--- config.mk ---
export PLATFORM = sky130hd
export DESIGN_NAME = ram_port_arbiter
export DESIGN_NICKNAME = d
export VERILOG_FILES = /design/src/rtl/ram_port_arbiter.sv
export SDC_FILE = /design/constraint.sdc
export NUM_CORES = 1
export LEC_CHECK = 0
export BUFFER_PORTS_ARGS = -buffer_cell sky130_fd_sc_hd__buf_4
export CORE_MARGIN = 2
export CORE_UTILIZATION = 41
export DETAILED_ROUTE_END_ITERATION = 7
export PLACE_DENSITY = 0.72
export SETUP_SLACK_MARGIN = 0.02
export SLEW_MARGIN = 20
export SYNTH_ARGS = -nofsm -noshare
export SYNTH_HDL_FRONTEND = slang
export SYNTH_SLANG_ARGS = --single-unit
--- constraint.sdc ---
create_clock -name clk -period 1.6 [get_ports clk]
set_clock_uncertainty 0.15 [all_clocks]
set_input_delay 0 -clock clk [delete_from_list [all_inputs] [get_ports clk]]
set_output_delay 0 -clock clk [all_outputs]
set_load 0.005 [all_outputs]
--- src/rtl/ram_port_arbiter.sv ---
// Two-master, single-port RAM arbiter with round-robin fairness.
// One transaction at a time: IDLE -> ACCESS -> (WAIT x RD_LAT for reads) -> ACK -> IDLE.
module ram_port_arbiter #(
  parameter int AW     = 10,
  parameter int DW     = 32,
  parameter int RD_LAT = 1
) (
  input  logic          clk,
  input  logic          rst,
  input  logic          m0_req,
  input  logic          m0_we,
  input  logic [AW-1:0] m0_addr,
  input  logic [DW-1:0] m0_wdata,
  output logic [DW-1:0] m0_rdata,
  output logic          m0_ack,
  input  logic          m1_req,
  input  logic          m1_we,
  input  logic [AW-1:0] m1_addr,
  input  logic [DW-1:0] m1_wdata,
  output logic [DW-1:0] m1_rdata,
  output logic          m1_ack,
  output logic          ram_we,
  output logic [AW-1:0] ram_addr,
  output logic [DW-1:0] ram_din,
  input  logic [DW-1:0] ram_dout,
  output logic          busy,
  output logic          grant_id
);

  typedef enum logic [1:0] {IDLE, ACCESS, WAIT, ACK} state_t;

  localparam logic [1:0] LAST_WAIT = 2'(RD_LAT - 1);

  state_t        r_state;
  state_t        w_next;
  logic          r_gnt;
  logic          r_we;
  logic [AW-1:0] r_addr;
  logic [DW-1:0] r_wdata;
  logic [1:0]    r_wait_cnt;
  logic          r_last;
  logic [DW-1:0] r_rdata0;
  logic [DW-1:0] r_rdata1;

  logic w_any_req;
  logic w_pick;
  logic w_wait_done;

  // r_last holds the master served last; on a tie the other one wins.
  assign w_any_req   = m0_req | m1_req;
  assign w_pick      = (m0_req & m1_req) ? ~r_last : m1_req;
  assign w_wait_done = (r_wait_cnt == LAST_WAIT);

  always_ff @(posedge clk) begin
    if (rst) begin
      r_state <= IDLE;
    end else begin
      r_state <= w_next;
    end
  end

  always_comb begin
    w_next = r_state;
    case (r_state)
      IDLE:   if (w_any_req) w_next = ACCESS;
      ACCESS: w_next = r_we ? ACK : WAIT;
      WAIT:   if (w_wait_done) w_next = ACK;
      ACK:    w_next = IDLE;
    endcase
  end

  always_ff @(posedge clk) begin
    if (rst) begin
      r_gnt      <= 1'b0;
      r_we       <= 1'b0;
      r_addr     <= '0;
      r_wdata    <= '0;
      r_wait_cnt <= '0;
      r_last     <= 1'b1;
      r_rdata0   <= '0;
      r_rdata1   <= '0;
    end else begin
      case (r_state)
        IDLE: begin
          if (w_any_req) begin
            r_gnt   <= w_pick;
            r_we    <= w_pick ? m1_we    : m0_we;
            r_addr  <= w_pick ? m1_addr  : m0_addr;
            r_wdata <= w_pick ? m1_wdata : m0_wdata;
          end
        end
        ACCESS: begin
          r_wait_cnt <= '0;
        end
        WAIT: begin
          r_wait_cnt <= r_wait_cnt + 2'd1;
          if (w_wait_done) begin
            if (r_gnt) begin
              r_rdata1 <= ram_dout;
            end else begin
              r_rdata0 <= ram_dout;
            end
          end
        end
        ACK: begin
          r_last <= r_gnt;
        end
      endcase
    end
  end

  assign ram_we   = (r_state == ACCESS) & r_we;
  assign ram_addr = r_addr;
  assign ram_din  = r_wdata;
  assign m0_ack   = (r_state == ACK) & ~r_gnt;
  assign m1_ack   = (r_state == ACK) &  r_gnt;
  assign m0_rdata = r_rdata0;
  assign m1_rdata = r_rdata1;
  assign busy     = (r_state != IDLE);
  assign grant_id = busy & r_gnt;

endmodule
==> results of run 1 <==
[tightest hold or removal path, delay by kind of cell]
kind                   cells  cell delay [ns]
buffers and inverters      2             0.63
AND/OR/NAND/NOR            1             0.04
AO/OA/AOI/OAI              1             0.10
[per-layer routing]
metal	track usage, %	part of all wire, %	vias up
li1	-	-	2589
met1	30.08	37	2605
met2	51.11	52	247
met3	7.651	6.1	66
met4	16.03	4.4	0
met5	0	0	-
[cells in the final DEF (no fill, tap or decap), types with 3 or more instances in the layout]
| cell | n |
|---|---|
| a211oi_1 | 31 |
| a211oi_2 | 12 |
| a21oi_1 | 101 |
| a21oi_2 | 9 |
| buf_12 | 11 |
| buf_4 | 238 |
| buf_6 | 3 |
| bufinv_16 | 5 |
| clkbuf_16 | 20 |
| clkbuf_8 | 4 |
| dfxtp_1 | 111 |
| dlygate4sd3_1 | 121 |
| ha_4 | 4 |
| inv_1 | 4 |
| nand2_1 | 171 |
| nand3_1 | 4 |
| nor2_1 | 45 |
[synthesized netlist by cell type, types with 2 or more instances]
master      n
a211oi_1   34
a211oi_2    9
a21oi_1   110
and2_1      2
buf_2      16
buf_4       6
buf_6       4
clkbuf_1   18
dfxtp_1   113
ha_1        6
inv_1       6
nand2_1   171
nand2b_1    3
nand3_1     4
nor2_1     45
[cell families (layout without fill, tap and decap cells)]
group                    after synthesis  count (layout)  share of synthesized area [%]
AO/OA/AOI/OAI                        162             162                          22.20
adder cells (fa/ha/maj)                6               6                          1.663
buffers and inverters                 51             415                          5.848
flip-flops                           113             113                          50.11
AND/OR/NAND/NOR                      232             232                          20.18
[cell type report]
cell class | count | area [µm²]
Tap cell | 140 | 175.2
Fill cell | 654 | 2183
Clock inverter | 9 | 178.9
Timing Repair Buffer | 378 | 3367
Sequential cell | 113 | 2265
Inverter | 6 | 25.02
Clock buffer | 22 | 462.9
Multi-Input combinational cell | 400 | 2136
[state kept, by name, indices dropped and copies added, names as in the netlist]
name / cells
m0_rdata: 32
ram_din: 32
m1_rdata: 32
r_we: 1
r_wait_cnt: 2
r_last: 1
r_gnt: 1
r_state: 2
ram_addr: 10
[per-stage QoR]
step | utilization (%) | std cells | power, mW
after detailed placement | 59.90 | 908 | 7.906
after floorplan | - | 564 | 5.908
after global placement | 59.90 | 908 | 7.760
final | 79.77 | 1068 | 13.07
after global routing | 79.77 | 1068 | 13.68
after CTS | 77.61 | 1061 | 12.35
[how the worst max path moves through the flow]
stage               cells past startpoint  slack, ns     endpoint
finish                                  6      -0.05   ram_din[5]
floorplan                               5       0.04   r_state[1]
global route                            6      -0.06  ram_addr[9]
detailed placement                      6      -0.06  ram_din[27]
global placement                        5       0.06   r_state[1]
CTS                                     5     -0.006     grant_id
[report_power, final]
group | switching [mW] | internal, mW | total [mW]
Sequential | 0.367 | 3.44 | 3.81
Clock | 1.26 | 2.80 | 4.06
Combinational | 2.59 | 2.62 | 5.21
Total | 4.21 | 8.86 | 13.1
[timing repair]
item                                   CTS  global route
setup buffers                            1             2
pin swaps                                1             5
gates resized for setup                 15            25
gates cloned                             0             5
hold buffers                           121             0
setup endpoints to repair               60           107
endpoints found under the hold margin  113             0
==> out/metrics.cfg, run 1 <==
[sta]
final.setup.tns_ns=-0.05125
final_min_period_over_clock_period_pct=102.9
timing.final.ws_setup_ns=-0.04663
worst_hold_check_slack_ns=0.1435
rsz0062_at_grt=true
number_of_pins_with_negative_max_slew_slack_in_the_final_report=0
setup_violations=2
final_hold_viol_count=0
worst_slew_pin_slew_ns=0.4570
maxClockFrequency_ghz=0.6073
slew-limit-headroom_pct=69.53
finalWorstPathRequiredPeriod_ns=1.647

[global_routing]
grt_remaining_overflow=0
grt_max_degree=47
number_of_antenna_violations_at_the_first_check_in_global_routing=0
grt.total_usage_pct=28.54
number_of_global_route_vias_before_repair=5550
grt_pass1_wl_mm=26.42

[synth]
synth_top_cell_by_area=dfxtp_1
ys_top_cells_by_area=dfxtp_1, nand2_1, a21oi_1
synth_enable_flop_cells=0
synth.yosys.seq_area_share_pct=50.11
async_flop_share_pct=0
syn-cell-area_mm2=0.004514
synth-warning-count=0
postSynth.topFlopCell=dfxtp_1
ys_ff_latch=113
synthesis.area_per_instance_um2=8.004
synth_cell_types=32
netlist.area_leader.share_pct=50.11
mappedNetlistNets=692
post_synth_inst_count=564

[clock_network]
clkTransAtPathRegs_ns=0.05
tritoncts=yes
clock_latency_ns=0.50
h-tree-depth=4
clk_path_buf_depth=2
cts_sinks=113
ctsRootBufferMaster=clkbuf_8
cts_made_buffers=17

[route]
antenna_left=0
wirelength_per_cell_um=16.99
drt_first_pass_iters=5
vias=5507
post-route-drc-count=0
route.detailed.vias_per_inst=5.156
wl_mm=18.15
iter_0_drt_violations=378

[setup_path]
cpPeakStageDelay_ns=0.32
crit-reg2reg-launch=r_state[1]
r2r-end=ram_din[5]
worst-r2r-setup-slack_ns=-0.05
crit_path_cell_trace=inv_2, ha_4, o21a_2, clkbuf_16, nor2_1, a211oi_1
worstSetupEndpointType=flip-flop
worst-endpoint-required_ns=1.84
critical-path-slowest-cell=dfxtp_2
critPathKind=flip-flop to flip-flop
crit_path_max_fanout=16
crit_start=r_state[1]
worstSetupStartpointType=flip-flop
timing.critical_path.arrival_ns=1.89
worstRegToRegCells=6
worst-path-buf-inv=2
cp_top_family=compound AO/OA/AOI/OAI gates

[place]
preCtsSetupSlack_ns=-0.05780
gp_routability_congestion=0.8269
buffer_ports.inserted=232
place_hpwl_mm=9.716
post_dp_cell_area_mm2=0.006465

[floorplan]
placeableCoreArea_mm2=0.01079
fp-row-count=38
die_x_um=108.9
initial_core_util_pct=41.83
die_area_mm2=0.01187
ios=233
die_y_um=108.9

[min_path]
cell_count_of_the_worst_hold_path=4
min_to=m1_rdata[5]
classification_of_the_worst_slack_hold_path=input pin to flip-flop
min_delay_startpoint=ram_dout[5]

[finish]
antennaDiodeCount=0
nNetsFinal=1044
drive_gt1_share_pct=35.34
area_growth_pct=90.72
fin_area_mm2=0.008610

[run_status]
run_status=finished with violations
violations_in_the_final_reports=setup timing

[pwr]
total_leakage_power_nw=3.745
vdd.ir_drop.worst_v=0.001002
power_density_mw_per_mm2=1518

[run]
drv.max_cap_violation_count=0

Power figures use the tool's default switching activity.
==> run 2, diff against run 1 <==
Settings changed: BUFFER_PORTS_ARGS -buffer_cell sky130_fd_sc_hd__buf_4 to -buffer_cell sky130_fd_sc_hd__buf_2, CORE_MARGIN 2 to default.
==> out/metrics.cfg, run 2 (synthesized netlist as in run 1, its figures left out) <==
[sta]
worst_hold_check_slack_ns=0.1528  ; +0.009250 ns
rsz0062_at_grt=true
maxClockFrequency_ghz=0.6141  ; +1.1%
timing.final.ws_setup_ns=-0.02853  ; +0.01810 ns
slew-limit-headroom_pct=64.57  ; -5.0 points
worst_slew_pin_slew_ns=0.5314  ; +0.07444 ns
number_of_pins_with_negative_max_slew_slack_in_the_final_report=0  ; unchanged
final_hold_viol_count=0  ; unchanged
finalWorstPathRequiredPeriod_ns=1.629  ; -0.01810 ns
setup_violations=1  ; -1
final_min_period_over_clock_period_pct=101.8  ; -1.1 points

[finish]
drive_gt1_share_pct=35.52  ; +0.18 points
utilization_after_layout_pct=75.91  ; -3.9 points
nNetsFinal=1044  ; unchanged
layoutNonFillerInstCount=1066  ; -0.19%
final.fill_count=713  ; +9.0%
mostFrequentLayoutCell=buf_2
multiInputGateArea_mm2=0.002136  ; unchanged
seqCellArea_mm2=0.002265  ; unchanged
area_growth_pct=76.72
most_used_cells_in_the_layout_excluding_fill_and_tap_cells=buf_2, nand2_1, dlygate4sd3_1

[setup_path]
worstSetupEndpointType=flip-flop
worstSetupStartpointType=flip-flop
cpPeakStageDelay_ns=0.35  ; +0.03 ns
crit_path_cell_trace=inv_4, ha_4, buf_6, o21ai_4, buf_12, a21oi_2, a211oi_1
timing.critical_path.arrival_ns=1.86  ; -0.03 ns
crit_path_max_fanout=19  ; +3
worstRegToRegCells=7  ; +1
critical-path-slowest-cell=dfxtp_2
critPathKind=flip-flop to flip-flop
worst-endpoint-required_ns=1.83  ; about the same

[route]
maxUsedRoutingLayer=met4
antenna_left=0  ; unchanged
iter_0_drt_violations=372  ; -1.6%
detailroute.wirelength.met3_mm=1.059  ; -4.6%
route.detailed.vias_per_inst=5.163  ; +0.13%
drt_first_pass_iters=5  ; unchanged
detailed_routed_wire_length_on_met2_mm=9.152  ; -2.9%
vias=5504  ; -0.054%
wl_met1_mm=6.474  ; -4.9%
wl_mm=17.38  ; -4.3%
wirelength_per_cell_um=16.30  ; -4.1%
post-route-drc-count=0  ; unchanged

[place]
gp_routability_congestion=0.7983  ; -3.5%
post-place-cells=905  ; -0.33%
place_hpwl_mm=9.434  ; -2.9%
buffer_ports.inserted=232  ; unchanged

[pwr]
power_density_mw_per_mm2=1549  ; +2.0%
pwr-share-seq_pct=30.6  ; +1.4 points
combinationalPowerShare_pct=37.2  ; -2.6 points
net-switching-power_mw=4.165  ; -1.1%
clkPwrFrac_pct=32.2  ; +1.2 points
vdd.ir_drop.worst_v=0.0008193  ; -18%
power_switching_share_pct=33.72  ; +1.5 points
cellInternalPower_mw=8.188  ; -7.6%
total_leakage_power_nw=3.612  ; -3.5%

[global_routing]
grt.total_usage_pct=28.21  ; -0.33 points
grt_remaining_overflow=0  ; unchanged
number_of_antenna_violations_at_the_first_check_in_global_routing=0  ; unchanged
number_of_global_route_vias_before_repair=5422  ; -2.3%
grt_max_degree=44  ; -6.4%
grt_pass1_wl_mm=25.39  ; -3.9%

[floorplan]
die_x_um=106.9  ; -1.8%
initial_core_util_pct=42.96  ; +1.1 points
fp-row-count=37  ; -2.6%
die_y_um=106.9  ; -1.8%
ios=233  ; unchanged
placeableCoreArea_mm2=0.01051  ; -2.6%
die_area_mm2=0.01143  ; -3.6%

[run_status]
run_status=finished with violations
violations_in_the_final_reports=setup timing

[clock_network]
cts_made_buffers=17  ; unchanged
clkTransAtPathRegs_ns=0.06  ; about the same
clock_latency_ns=0.49  ; about the same
cts_sinks=113  ; unchanged
ctsRootBufferMaster=clkbuf_8
h-tree-depth=4  ; unchanged
tritoncts=yes
clk_path_buf_depth=2  ; unchanged

[min_path]
cell_count_of_the_worst_hold_path=4  ; unchanged
classification_of_the_worst_slack_hold_path=input pin to flip-flop

[run]
drv.max_cap_violation_count=0  ; unchanged

-- run 2: cell count changes in the layout (fill, tap and decap cells not counted), moves of 2 or more --
cell      before  now
a211oi_1      31   25
inv_6          0    3
a21oi_1      101  106
a211oi_2      12   18
buf_12        11    9
a21oi_2        9    4
clkbuf_8       4    2
clkinv_4       1    4
buf_4        238   10
buf_2          0  230
clkbuf_1       2    0
-- run 2: final cells by class --
type                    count  area share (%)
diodes                      1         0.03137
clock buffers              18           5.364
clock inverters            14           2.556
inverters                   6          0.3137
multi-input cells         400           26.77
flip-flops and latches    113           28.39
well taps                 136           2.133
repair buffers            378           34.44
-- run 2: per-stage QoR --
step	setup slack, ns	instance area (µm²)	TNS (ns)	power [mW]
2_1_floorplan	0.03560	4517	0	5.908
3_3_place_gp	0.07149	5864	0	7.278
3_5_place_dp	-0.05628	5864	-0.2599	7.437
4_1_cts	0.009895	7764	0	11.79
5_1_grt	-0.04610	7975	-0.07003	12.98
6_report	-0.02853	7978	-0.02853	12.35
-- run 2: metal layers --
| metal | vias up | GRT usage, % |
|---|---|---|
| met5 | - | 0 |
| met4 | 0 | 15.75 |
| met3 | 66 | 6.383 |
| met2 | 284 | 51.71 |
| met1 | 2559 | 29.58 |
| li1 | 2595 | - |
-- run 2: worst paths after layout --
kind                                  start           to  slack, ns
worst min register to register  m0_rdata[2]  m0_rdata[2]       0.30
worst max-delay path             r_state[0]  ram_din[27]      -0.03
worst min-delay path            ram_dout[4]  m0_rdata[4]       0.15
worst max register to register   r_state[0]  ram_din[27]      -0.03
-- run 2: worst max-delay path: cells and delay by family (launching register included) --
| kind | cells | cell delay [ns] |
|---|---|---|
| AO/OA/AOI/OAI | 3 | 0.47 |
| adder cells (fa/ha/maj) | 1 | 0.17 |
| buffers and inverters | 3 | 0.38 |
| flip-flops | 1 | 0.35 |
-- run 2: power by group through the flow --
stage | clock, mW | combinational [mW] | sequential [mW]
after floorplan | 0 | 2.07 | 3.84
after global placement | 0 | 3.51 | 3.77
after detailed placement | 0 | 3.64 | 3.80
after CTS | 4.04 | 3.99 | 3.75
after global routing | 4.18 | 4.96 | 3.84
final | 3.98 | 4.59 | 3.78
-- run 2: repair_timing --
item | CTS | global route
cloned | 0 | 3
resized for setup | 13 | 26
setup endpoints to repair | 50 | 108
pin swaps | 1 | 11
hold buffers | 122 | 0
hold endpoints to repair | 113 | 0
setup buffers | 1 | 2
==> run 3, diff against run 2 <==
Settings changed: REMOVE_ABC_BUFFERS from default to 1.
==> out/metrics.cfg, run 3 (synthesized netlist as in run 1, its figures left out) <==
[min_path]
min_delay_startpoint=m0_addr[9]
min_to=ram_addr[9]
cell_count_of_the_worst_hold_path=4  ; unchanged
classification_of_the_worst_slack_hold_path=input pin to flip-flop

[route]
wirelength_per_cell_um=18.13  ; +11%
post-route-drc-count=0  ; unchanged
vias=5872  ; +6.7%
drt_first_pass_iters=5  ; unchanged
wl_mm=19.43  ; +12%
antenna_left=0  ; unchanged
iter_0_drt_violations=550  ; +48%
route.detailed.vias_per_inst=5.478  ; +6.1%

[sta]
worst_slew_pin_slew_ns=0.6535  ; +0.1221 ns
worst_hold_check_slack_ns=0.1151  ; -0.03772 ns
finalWorstPathRequiredPeriod_ns=1.619  ; -0.009034 ns
final_min_period_over_clock_period_pct=101.2  ; -0.56 points
maxClockFrequency_ghz=0.6175  ; +0.56%
rsz0062_at_grt=true
setup_violations=1  ; unchanged
slew-limit-headroom_pct=56.43  ; -8.1 points
timing.final.ws_setup_ns=-0.01950  ; +0.009034 ns
final_hold_viol_count=0  ; unchanged
final.setup.tns_ns=-0.01950  ; +0.009034 ns
number_of_pins_with_negative_max_slew_slack_in_the_final_report=0  ; unchanged

[run_status]
run_status=finished with violations
violations_in_the_final_reports=setup timing

[finish]
layoutNonFillerInstCount=1072  ; +0.56%
drive_gt1_share_pct=37.61  ; +2.1 points
seqCellArea_mm2=0.002265  ; unchanged
fin_area_mm2=0.008113  ; +1.7%
antennaDiodeCount=0  ; -1
final.fill_count=615  ; -14%
nNetsFinal=1052  ; +0.77%
utilization_after_layout_pct=77.20  ; +1.3 points
most_used_cells_in_the_layout_excluding_fill_and_tap_cells=buf_2, nand2_1, dlygate4sd3_1
area_growth_pct=79.71
multiInputGateArea_mm2=0.002193  ; +2.7%
mostFrequentLayoutCell=buf_2

[setup_path]
cpPeakStageDelay_ns=0.34  ; about the same
worstSetupStartpointType=flip-flop
crit-reg2reg-launch=r_state[0]
worstRegToRegCells=7  ; unchanged
critical-path-slowest-cell=dfxtp_2
crit_path_max_fanout=16  ; -3
timing.critical_path.arrival_ns=1.92  ; +0.06 ns
worstSetupEndpointType=flip-flop
crit_path_cell_trace=inv_4, buf_4, ha_4, and3b_2, buf_12, nand2_1, a21oi_1
worst-r2r-setup-slack_ns=-0.02  ; about the same
critPathKind=flip-flop to flip-flop
r2r-end=m0_rdata[11]
worst-endpoint-required_ns=1.90  ; +0.07 ns

[global_routing]
grt_remaining_overflow=0  ; unchanged
number_of_antenna_violations_at_the_first_check_in_global_routing=0  ; unchanged
grt_most_used_layer=met2
use_met2_pct=52.35  ; +0.65 points
grt.total_usage_pct=30.59  ; +2.4 points
grtUsageMet3_pct=9.240  ; +2.9 points
grt_max_degree=55  ; +25%
grt_pass1_wl_mm=27.19  ; +7.1%
number_of_global_route_vias_before_repair=5605  ; +3.4%
grtUsageMet1_pct=33.49  ; +3.9 points

[pwr]
total_leakage_power_nw=3.680  ; +1.9%
power_switching_share_pct=34.93  ; +1.2 points
pwr-share-seq_pct=30.0  ; -0.6 points
power_density_mw_per_mm2=1572  ; +1.5%
clkPwrFrac_pct=29.2  ; -3.0 points
cellInternalPower_mw=8.297  ; +1.3%
vdd.ir_drop.worst_v=0.0008326  ; +1.6%
post-layout-total-power_mw=12.75  ; +3.2%
net-switching-power_mw=4.454  ; +6.9%
combinationalPowerShare_pct=40.8  ; +3.6 points

[clock_network]
h-tree-depth=4  ; unchanged
ctsRootBufferMaster=clkbuf_8
clkTransAtPathRegs_ns=0.06  ; about the same
clk_path_buf_depth=2  ; unchanged
cts_made_buffers=17  ; unchanged
clock_latency_ns=0.53  ; +0.04 ns
cts_sinks=113  ; unchanged
tritoncts=yes

[floorplan]
fp-row-count=37  ; unchanged
initial_core_util_pct=42.96  ; unchanged
die_y_um=106.9  ; unchanged
die_area_mm2=0.01143  ; unchanged
placeableCoreArea_mm2=0.01051  ; unchanged
die_x_um=106.9  ; unchanged
ios=233  ; unchanged

[place]
gp_routability_congestion=0.8135  ; +1.9%
preCtsSetupSlack_ns=-0.06644  ; -0.01017 ns
place_hpwl_mm=9.434  ; about the same
post_dp_cell_area_mm2=0.005869  ; about the same
buffer_ports.inserted=232  ; unchanged
post-place-cells=906  ; +0.11%

[run]
drv.max_cap_violation_count=0  ; unchanged

==> run 3: changes by cell type in the layout (fill, tap and decap cells not counted), sizes merged <==
cell | previous run | this run
buf | 253 | 259
clkbuf | 21 | 26
inv | 9 | 6
bufinv | 4 | 3
clkinv | 4 | 5
diode | 1 | 0
dlygate4sd3 | 122 | 121
==> run 3: power by group through the flow <==
stage / Sequential [mW] / Clock, mW / Combinational, mW
2_1_floorplan: 3.84 / 0 / 1.84
3_3_place_gp: 3.78 / 0 / 3.51
3_5_place_dp: 3.81 / 0 / 3.64
4_1_cts: 3.76 / 3.75 / 4.05
5_1_grt: 3.88 / 3.90 / 5.51
6_report: 3.82 / 3.72 / 5.21
==> run 3: final cells by class <==
type / count / share of cell area (%)
well taps: 136 / 2.097
clock buffers: 20 / 5.490
multi-input cells: 400 / 27.04
clock inverters: 11 / 1.696
flip-flops and latches: 113 / 27.91
inverters: 6 / 0.3085
repair buffers: 386 / 35.46
==> run 3: layer usage <==
metal  up-vias  wire (µm)
met2       432       9610
met1      2725       6970
li1       2615          -
met4         0        875
met3       100       1976
met5         -          0
==> run 3: repair_timing <==
| action | in CTS | in global routing |
|---|---|---|
| endpoints found under the hold margin | 113 | 0 |
| cloned | 0 | 8 |
| gates resized for setup | 15 | 46 |
| endpoints found under the setup margin | 51 | 101 |
| hold buffers | 121 | 0 |
| buffers inserted | 2 | 4 |
| pin swaps | 1 | 12 |
==> run 3: critical path: cells and delay by family, from the launching register on <==
family	cells	cell delay, ns
simple gates	2	0.37
fa+ha+maj	1	0.15
compound gates	1	0.16
buf+inv	3	0.36
flops	1	0.34
==> run 3: worst max path at each step <==
stage,start,endpoint,depth (start not counted),slack (ns)
global placement,r_state[0],r_state[0],5,0.03
finish,r_state[0],m0_rdata[11],7,-0.02
CTS,r_state[1],grant_id,5,0.005
global route,r_state[0],m0_rdata[11],7,-0.07
floorplan,r_state[0],ram_din[10],5,-0.41
detailed placement,r_state[1],ram_din[14],6,-0.07
